<file path="src/rtl/frame_packer.sv">
// frame_packer: drains the buffer stage's read port, groups FRAME_LEN words
// into a frame and sends them on a valid/ready stream. Each frame ends with a
// checksum beat (modular sum of the frame's data words), flagged by m_last.
//
// Stream handshake: a beat transfers on a rising edge where m_valid and
// m_ready are both 1; once m_valid is raised, m_data and m_last hold until
// that transfer. The buffer side has no handshake: a buf_rd_en cycle returns
// buf_data exactly one cycle later, and that word is always accepted.
module frame_packer #(
  parameter int DATA_WIDTH = 32,
  parameter int FRAME_LEN  = 4
) (
  input  logic                  clk,
  input  logic                  rst,
  input  logic                  buf_empty,
  output logic                  buf_rd_en,
  input  logic [DATA_WIDTH-1:0] buf_data,
  output logic [DATA_WIDTH-1:0] m_data,
  output logic                  m_valid,
  input  logic                  m_ready,
  output logic                  m_last,
  output logic [15:0]           frames_sent,
  output logic                  busy,
  output logic [1:0]            dbg_state
);

  localparam logic [1:0] ST_DATA  = 2'd0;
  localparam logic [1:0] ST_DRAIN = 2'd1;
  localparam logic [1:0] ST_SUM   = 2'd2;

  localparam logic [7:0] FL      = 8'(FRAME_LEN);
  localparam logic [7:0] LAST_TX = 8'(FRAME_LEN - 1);

  logic [1:0]            state_q, state_d;
  logic [7:0]            rd_cnt_q, rd_cnt_d;
  logic [7:0]            tx_cnt_q, tx_cnt_d;
  logic [1:0]            occ_q, occ_d;
  logic                  pending_q;
  logic [DATA_WIDTH-1:0] mem0_q, mem0_d;   // FIFO head
  logic [DATA_WIDTH-1:0] mem1_q, mem1_d;
  logic [DATA_WIDTH-1:0] sum_q, sum_d;
  logic [15:0]           frames_q, frames_d;

  logic       data_valid;
  logic       fire;
  logic       pop;
  logic       push;
  logic       sum_fire;
  logic [2:0] level;

  // Output stage, handshake decode and read-issue decision
  always_comb begin
    data_valid = (state_q != ST_SUM) && (occ_q != 2'd0);
    m_valid    = data_valid || (state_q == ST_SUM);
    m_last     = (state_q == ST_SUM);
    m_data     = '0;
    if (state_q == ST_SUM)    m_data = sum_q;
    else if (occ_q != 2'd0)   m_data = mem0_q;
    fire       = m_valid && m_ready;
    pop        = fire && data_valid;
    sum_fire   = fire && (state_q == ST_SUM);
    push       = pending_q;
    // Slots that will be taken once every in-flight read has landed
    level      = {1'b0, occ_q} + {2'b00, pending_q} - {2'b00, pop};
    buf_rd_en  = !rst && (state_q == ST_DATA) && !buf_empty &&
                 (rd_cnt_q < FL) && (level < 3'd2);
    busy        = (state_q != ST_DATA) || (rd_cnt_q != 8'd0) ||
                  (occ_q != 2'd0) || pending_q;
    frames_sent = frames_q;
    dbg_state   = state_q;
  end

  // Skid FIFO next state: simultaneous push and pop keep occupancy constant
  always_comb begin
    mem0_d = mem0_q;
    mem1_d = mem1_q;
    occ_d  = occ_q + {1'b0, push} - {1'b0, pop};
    case ({push, pop})
      2'b01: mem0_d = mem1_q;
      2'b10: begin
        if (occ_q == 2'd0) mem0_d = buf_data;
        else               mem1_d = buf_data;
      end
      2'b11: begin
        if (occ_q == 2'd1) begin
          mem0_d = buf_data;
        end else begin
          mem0_d = mem1_q;
          mem1_d = buf_data;
        end
      end
      default: ;
    endcase
  end

  // Frame sequencing, counters and checksum accumulation on FIFO write
  always_comb begin
    state_d  = state_q;
    rd_cnt_d = rd_cnt_q;
    tx_cnt_d = tx_cnt_q;
    sum_d    = sum_q;
    frames_d = frames_q;
    if (buf_rd_en) rd_cnt_d = rd_cnt_q + 8'd1;
    if (pop)       tx_cnt_d = tx_cnt_q + 8'd1;
    if (push)      sum_d    = sum_q + buf_data;
    case (state_q)
      ST_DATA:  if (buf_rd_en && (rd_cnt_q + 8'd1 == FL)) state_d = ST_DRAIN;
      ST_DRAIN: if (pop && (tx_cnt_q == LAST_TX))          state_d = ST_SUM;
      ST_SUM: begin
        if (sum_fire) begin
          state_d  = ST_DATA;
          rd_cnt_d = '0;
          tx_cnt_d = '0;
          sum_d    = '0;
          frames_d = frames_q + 16'd1;
        end
      end
      default: state_d = ST_DATA;
    endcase
  end

  // FIFO storage and in-flight read flag
  always_ff @(posedge clk or posedge rst) begin
    if (rst) begin
      mem0_q    <= '0;
      mem1_q    <= '0;
      occ_q     <= '0;
      pending_q <= 1'b0;
    end else begin
      mem0_q    <= mem0_d;
      mem1_q    <= mem1_d;
      occ_q     <= occ_d;
      pending_q <= buf_rd_en;
    end
  end

  // FSM state, counters, checksum and frame count
  always_ff @(posedge clk or posedge rst) begin
    if (rst) begin
      state_q  <= ST_DATA;
      rd_cnt_q <= '0;
      tx_cnt_q <= '0;
      sum_q    <= '0;
      frames_q <= '0;
    end else begin
      state_q  <= state_d;
      rd_cnt_q <= rd_cnt_d;
      tx_cnt_q <= tx_cnt_d;
      sum_q    <= sum_d;
      frames_q <= frames_d;
    end
  end

endmodule

</file>
<file path="config.mk">
export PLATFORM = sky130hd
export DESIGN_NAME = frame_packer
export DESIGN_NICKNAME = d
export VERILOG_FILES = /design/src/rtl/frame_packer.sv
export SDC_FILE = /design/constraint.sdc
export NUM_CORES = 1
export LEC_CHECK = 0
export CORE_ASPECT_RATIO = 0.75
export CORE_UTILIZATION = 60
export CTS_CLUSTER_SIZE = 24
export DETAILED_ROUTE_END_ITERATION = 6
export PLACE_DENSITY = 0.83
export SLEW_MARGIN = 30
export SYNTH_ARGS = -nofsm -noshare
export SYNTH_HDL_FRONTEND = slang
export SYNTH_SLANG_ARGS = --single-unit
</file>
<file path="constraint.sdc">
create_clock -name clk -period 10.07 [get_ports clk]
set_input_delay 1.5105 -clock clk [delete_from_list [all_inputs] [get_ports clk]]
set_output_delay 1.5105 -clock clk [all_outputs]
set_load 0.05 [all_outputs]
</file>
==> flow_summary.yaml, run 1 <==
cts:
  cts_max_level: 4
  clockBufferDepth: 2
  postCtsSetupBuffers: 0
  clkLatencyLatePin_ns: 0.43
  clockRootBuffer: "clkbuf_16"
  cts.repair.resized: 0
  numCtsBuffers: 17
  cts.reportedPaths.clkPinSlew_ns: 0.06
  cts_tree: "built"
  clock_sinks: 133
  holdBufCountCts: 0
finish:
  fillers: 841
  layout.nets: 908
  final_common_cell: "dfrtp_1"
  drive_gt1_share_pct: 9.36
  fin_util_pct: 74.6
  final_cells: 1010
  n_antenna_cell: 0
  layout_common_cells: "dfrtp_1 (133), clkdlybuf4s50_1 (89), nor2_1 (86)"
  syn2layout_area_growth_pct: 21.5
route:
  vias: 6362
  drt.antenna.violating_nets: 0
  drt_iter0_drc: 563
  vias_per_cell: 6.30
  dr.pass1.iters: 7
  routedWlPerCell_um: 18.4
  routed_wl_mm: 18.6
  drt_drc_violations_left: 0
die:
  pin_count: 90
  dieArea_mm2: 0.0130
  die_y_um: 99.0
  rows: 35
  core_mm2: 0.0123
  die_w_um: 131
  start_util_pct: 61.4
logic_synthesis:
  yosys_most_used_dff: "dfrtp_1"
  syn_nets: 834
  ys_seq_elements: 133
  async_flop_share_pct: 100
  netlist_area_mm2: 0.00753
  yosysSeqAreaShare_pct: 44.2
  synth_cell_types: 61
  yosysWarnings: 0
  syn_avg_cell_area_um2: 9.95
  synth_edf_count: 0
  synthCells: 757
global_routing:
  antenna_found_initial: 0
  grt_pass1_vias: 6212
  grt_pass1_wl_mm: 31.0
  grt_max_degree: 69
  grt-ovfl-total: 0
  grt_use_total_pct: 29.9
sta:
  period_needed_ns: 6.82
  max_freq_mhz: 147
  slew_viol_final: 0
  final.setup.tns_ns: 0
  rsz0062_at_grt: "false"
  setup_viol: 0
  fin_skew_ns: 0.0152
  slew_headroom_pct: 40.0
  timing.final.crit_share_pct: 67.8
  worst_slew_pin_slew_ns: 0.899
  hold_viol: 0
place:
  place.gp.congestion: 0.908
  portBuffers: 89
  dpl.hpwl_mm: 12.2
  dp_cells: 977
critical_path:
  crit_type: "in -> out"
  r2r-start: "dbg_state[1]"
  critPathArrivalTime_ns: 5.31
  r2r-end: "rd_cnt_q[1]"
  r2r_slack_ns: 6.53
  r2r_cells: 12
  end_kind: "output pin"
  worstSetupStartpointType: "input port"
  required_ns: 8.56
  cp_max_fo: 7
status:
  status: "complete, no violations"
pwr:
  power_leakage_nw: 4.07
  ir_worst_vdd_mv: 0.276
  power_w: 0.00330
  power_density_mw_per_mm2: 360
hold_path:
  holdPathEnd: "frames_sent[15]"
  hp-class: "reg -> reg"
  min_from: "frames_sent[15]"
  hold_depth: 1
run:
  maxCapViolCount: 0
[final cells by class]
| class | instances | area [µm²] | area share (%) |
|---|---|---|---|
| repair buffers | 97 | 991 | 10.8 |
| clock inverters | 15 | 133 | 1.45 |
| well taps | 166 | 208 | 2.27 |
| clock buffers | 17 | 425 | 4.65 |
| flip-flops and latches | 133 | 3330 | 36.4 |
| inverters | 16 | 62.6 | 0.684 |
| multi-input cells | 566 | 4000 | 43.7 |
[where the power goes]
group          leakage, nW  total [W]  internal [W]  switching [W]
Clock                0.260   0.000590      0.000324       0.000266
Combinational         2.18    0.00178      0.000720        0.00107
Sequential            1.63   0.000922      0.000760       0.000162
[sequential cells by signal, summed over array words and instances, names as in the netlist]
| name | cells |
|---|---|
| frames_sent | 16 |
| dbg_state | 2 |
| occ_q | 2 |
| tx_cnt_q | 8 |
| mem0_q | 32 |
| sum_q | 32 |
| pending_q | 1 |
| mem1_q | 32 |
| rd_cnt_q | 8 |
[stage by stage]
| stage | setup WS (ns) | instance area [µm²] | hold WS, ns |
|---|---|---|---|
| finish | 3.25 | 9150 | 0.479 |
| global route | 3.06 | 9150 | 0.500 |
| CTS | 3.31 | 9120 | 0.487 |
| detailed placement | 3.33 | 8560 | 0.467 |
| global placement | 3.53 | 8540 | 0.460 |
| floorplan | 3.23 | 7530 | 0.444 |
[worst max-delay path, stage by stage]
cell,delay [ns]
clkdlybuf4s50_1,0.57
inv_1,0.10
nor3_1,0.57
inv_1,0.18
ha_1,0.32
ha_1,0.19
fa_1,0.38
xnor2_1,0.15
nor3_1,0.12
and3_1,0.34
clkdlybuf4s50_1,0.87
[cell usage after synthesis, types with 9 or more instances]
cell type,instances,area (µm²)
dfrtp_1,133,3330
nor2_1,87,327
a21oi_1,65,325
ha_1,39,488
nand2_1,39,146
a22o_1,35,307
a22oi_1,33,248
clkbuf_1,32,120
xnor2_1,32,280
mux2_2,21,236
mux2i_1,21,210
nand3_1,20,100
o21ai_0,20,100
a21o_1,18,135
inv_1,16,60.1
nand4_1,13,81.3
xor2_1,13,114
mux2_1,11,124
and2_1,9,56.3
[logic make-up (layout without fill, tap and decap cells)]
group | after synthesis | in the layout | share of synthesized area (%)
AOI/OAI and AO/OA | 221 | 221 | 20.1
adders and majority gates | 41 | 41 | 7.01
DFF | 133 | 133 | 44.2
buffers and inverters | 58 | 145 | 3.06
xor gates and xnor gates | 45 | 45 | 5.23
and+or+nand+nor | 206 | 206 | 12.8
muxes | 53 | 53 | 7.57
[worst max path at each step]
stage                       start  slack (ns)  cells after the start         to
after floorplan               rst        3.23                      3  buf_rd_en
after global placement    m_ready        3.53                     11  buf_rd_en
after detailed placement  m_ready        3.33                     11  buf_rd_en
after CTS                 m_ready        3.31                     11  buf_rd_en
after global routing      m_ready        3.06                     11  buf_rd_en
final                     m_ready        3.25                     11  buf_rd_en
[routing by layer]
| metal | GRT usage (%) | share of wire, % | up-vias |
|---|---|---|---|
| met2 | 46.7 | 47 | 259 |
| met1 | 41.7 | 46 | 3160 |
| met3 | 6.22 | 6.4 | 32 |
| met5 | 0 | 0 | - |
| li1 | - | - | 2911 |
| met4 | 10.1 | 1.4 | 0 |
(Power assumes the default switching activity.)
==> run 2: changes to the inputs <==
Settings changed: CORE_UTILIZATION 60 to 51, PLACE_DENSITY 0.83 to 0.75.
Clock period 10.07 ns to 5.7 ns, I/O delays scaled along.
==> flow_summary.yaml, run 2 (same netlist as run 1, synthesis figures left out) <==
status:
  status: "complete, no violations"
sta:
  rsz0062_at_grt: "false"
  max_freq_mhz: 194
  layout_setup_ws_ns: 0.549
  period_needed_ns: 5.15
  timing.final.crit_share_pct: 90.4
  whs_ns: 0.477
  worst_slew_pin_slew_ns: 0.893
  slew_viol_final: 0
  slew_headroom_pct: 40.3
  hold_viol: 0
  final.setup.tns_ns: 0
  fin_skew_ns: 0.00515
  setup_viol: 0
place:
  dp_cells: 1014
  dp_slack_ns: 0.574
  portBuffers: 89
  place.gp.congestion: 0.919
  dpl.hpwl_mm: 12.6
critical_path:
  worstSetupStartpointType: "input port"
  end_kind: "output pin"
  required_ns: 4.85
  critPathArrivalTime_ns: 4.30
  crit_type: "in -> out"
  crit_chain: "clkdlybuf4s50_1, inv_1, nor3_1, buf_4, inv_1, ha_1, ha_1, fa_1, xnor2_1, nor3_1, and3_1, clkdlybuf4s50_1"
  cpLargestDelayFamily: "buffers and inverters"
  critPathMaxStageDelay_ns: 0.87
  crit_slowest_cell: "clkdlybuf4s50_1"
  cp_max_fo: 7
  worst-path-buf-inv: 5
cts:
  cts.reportedPaths.clkPinSlew_ns: 0.06
  holdBufCountCts: 0
  cts_tree: "built"
  numCtsBuffers: 17
  cts_max_level: 4
  clock_sinks: 133
  cts.repair.resized: 0
  postCtsSetupBuffers: 0
  clockRootBuffer: "clkbuf_16"
  clockBufferDepth: 2
  clkLatencyLatePin_ns: 0.42
finish:
  syn2layout_area_growth_pct: 23.4
  final_cells: 1045
  top_regs: "mem0_q x32, mem1_q x32, sum_q x32"
  drive_gt1_share_pct: 9.23
  layout.nets: 910
  layout_common_cells: "dfrtp_1 (133), clkdlybuf4s50_1 (89), nor2_1 (86)"
  final_common_cell: "dfrtp_1"
  n_antenna_cell: 0
run:
  maxCapViolCount: 0
route:
  drt.antenna.violating_nets: 0
  vias: 6293
  routedWlPerCell_um: 18.0
  drt_iter0_drc: 477
  drt_drc_violations_left: 0
  routed_wl_mm: 18.9
  vias_per_cell: 6.02
  dr.pass1.iters: 5
global_routing:
  grt-ovfl-total: 0
  grt_pass1_vias: 6263
  grt_max_degree: 85
  grt_pass1_wl_mm: 31.7
  antenna_found_initial: 0
  grt_use_total_pct: 26.7
pwr:
  internal_power_w: 0.00345
  p_comb_share_pct: 52.2
  p_clk_share_pct: 20.8
  swShare_pct: 42.8
  ir_worst_vdd_mv: 0.398
  power_leakage_nw: 4.13
  p_sw_w: 0.00258
  power_density_mw_per_mm2: 648
  seq_power_share_pct: 27.0
die:
  die_y_um: 107
  rows: 38
  die_w_um: 142
  core_mm2: 0.0145
  pin_count: 90
  start_util_pct: 52.1
  dieArea_mm2: 0.0153
hold_path:
  hp-class: "reg -> reg"
==> run 2: cell types whose count changed in the layout (fill, tap and decap cells not counted), sizes merged <==
| cell | delta |
|---|---|
| bufinv | +6 |
| clkbuf | +2 |
| clkinvlp | -3 |
| buf | +2 |
| clkinv | +2 |
| inv | -8 |
==> run 2: layer usage <==
layer	global-route usage, %	vias to the layer above	part of all wire (%)	routed length (µm)
met3	5.58	25	5.6	1050
li1	-	2909	-	-
met4	9.22	0	1.6	297
met2	41.5	204	46	8730
met1	36.9	3155	47	8780
met5	0	-	0	0
==> run 2: power groups by stage <==
stage	registers (W)	logic, W	clock network, W
6_report	0.00163	0.00315	0.00125
5_1_grt	0.00168	0.00341	0.00130
3_3_place_gp	0.00161	0.00300	0
3_5_place_dp	0.00164	0.00310	0
4_1_cts	0.00163	0.00313	0.00126
2_1_floorplan	0.00156	0.00234	0
==> run 2: area by class of cell <==
class	instances	area, µm²
Clock buffer	19	443
Clock inverter	12	226
Fill cell	1191	5160
Inverter	16	62.6
Multi-Input combinational cell	566	4010
Sequential cell	133	3330
Tap cell	200	250
Timing Repair Buffer	99	977
==> run 2: worst reg2reg max path, cell delays in order (launching register included) <==
cell and delay, ns:
dfrtp_1 0.42, nor2_1 0.31, nor3_1 0.09, buf_4 0.17, inv_1 0.09, ha_1 0.24
ha_1 0.22, fa_1 0.41, xnor2_1 0.15, nor3_1 0.11, and3_1 0.35, mux2i_1 0.27
nor2_1 0.06
==> run 2: worst paths after layout <==
kind,endpoint,cells after the start,start,slack [ns]
setup / recovery,buf_rd_en,12,m_ready,0.55
hold / removal,frames_sent[15],1,frames_sent[15],0.48
setup reg to reg,rd_cnt_q[1],12,occ_q[1],2.68
hold reg to reg,frames_sent[15],1,frames_sent[15],0.48
max in group asynchronous,sum_q[22],3,rst,3.64
min in group asynchronous,frames_sent[10],2,rst,0.87
==> run 2: metrics by stage <==
| step | util, % | total power, W | cell area, µm² |
|---|---|---|---|
| 6_report | 64.3 | 0.00602 | 9290 |
| 5_1_grt | 64.3 | 0.00639 | 9290 |
| 4_1_cts | 64.3 | 0.00602 | 9290 |
| 3_5_place_dp | 59.7 | 0.00474 | 8620 |
| 3_3_place_gp | 59.5 | 0.00461 | 8610 |
| 2_1_floorplan | - | 0.00390 | 7530 |
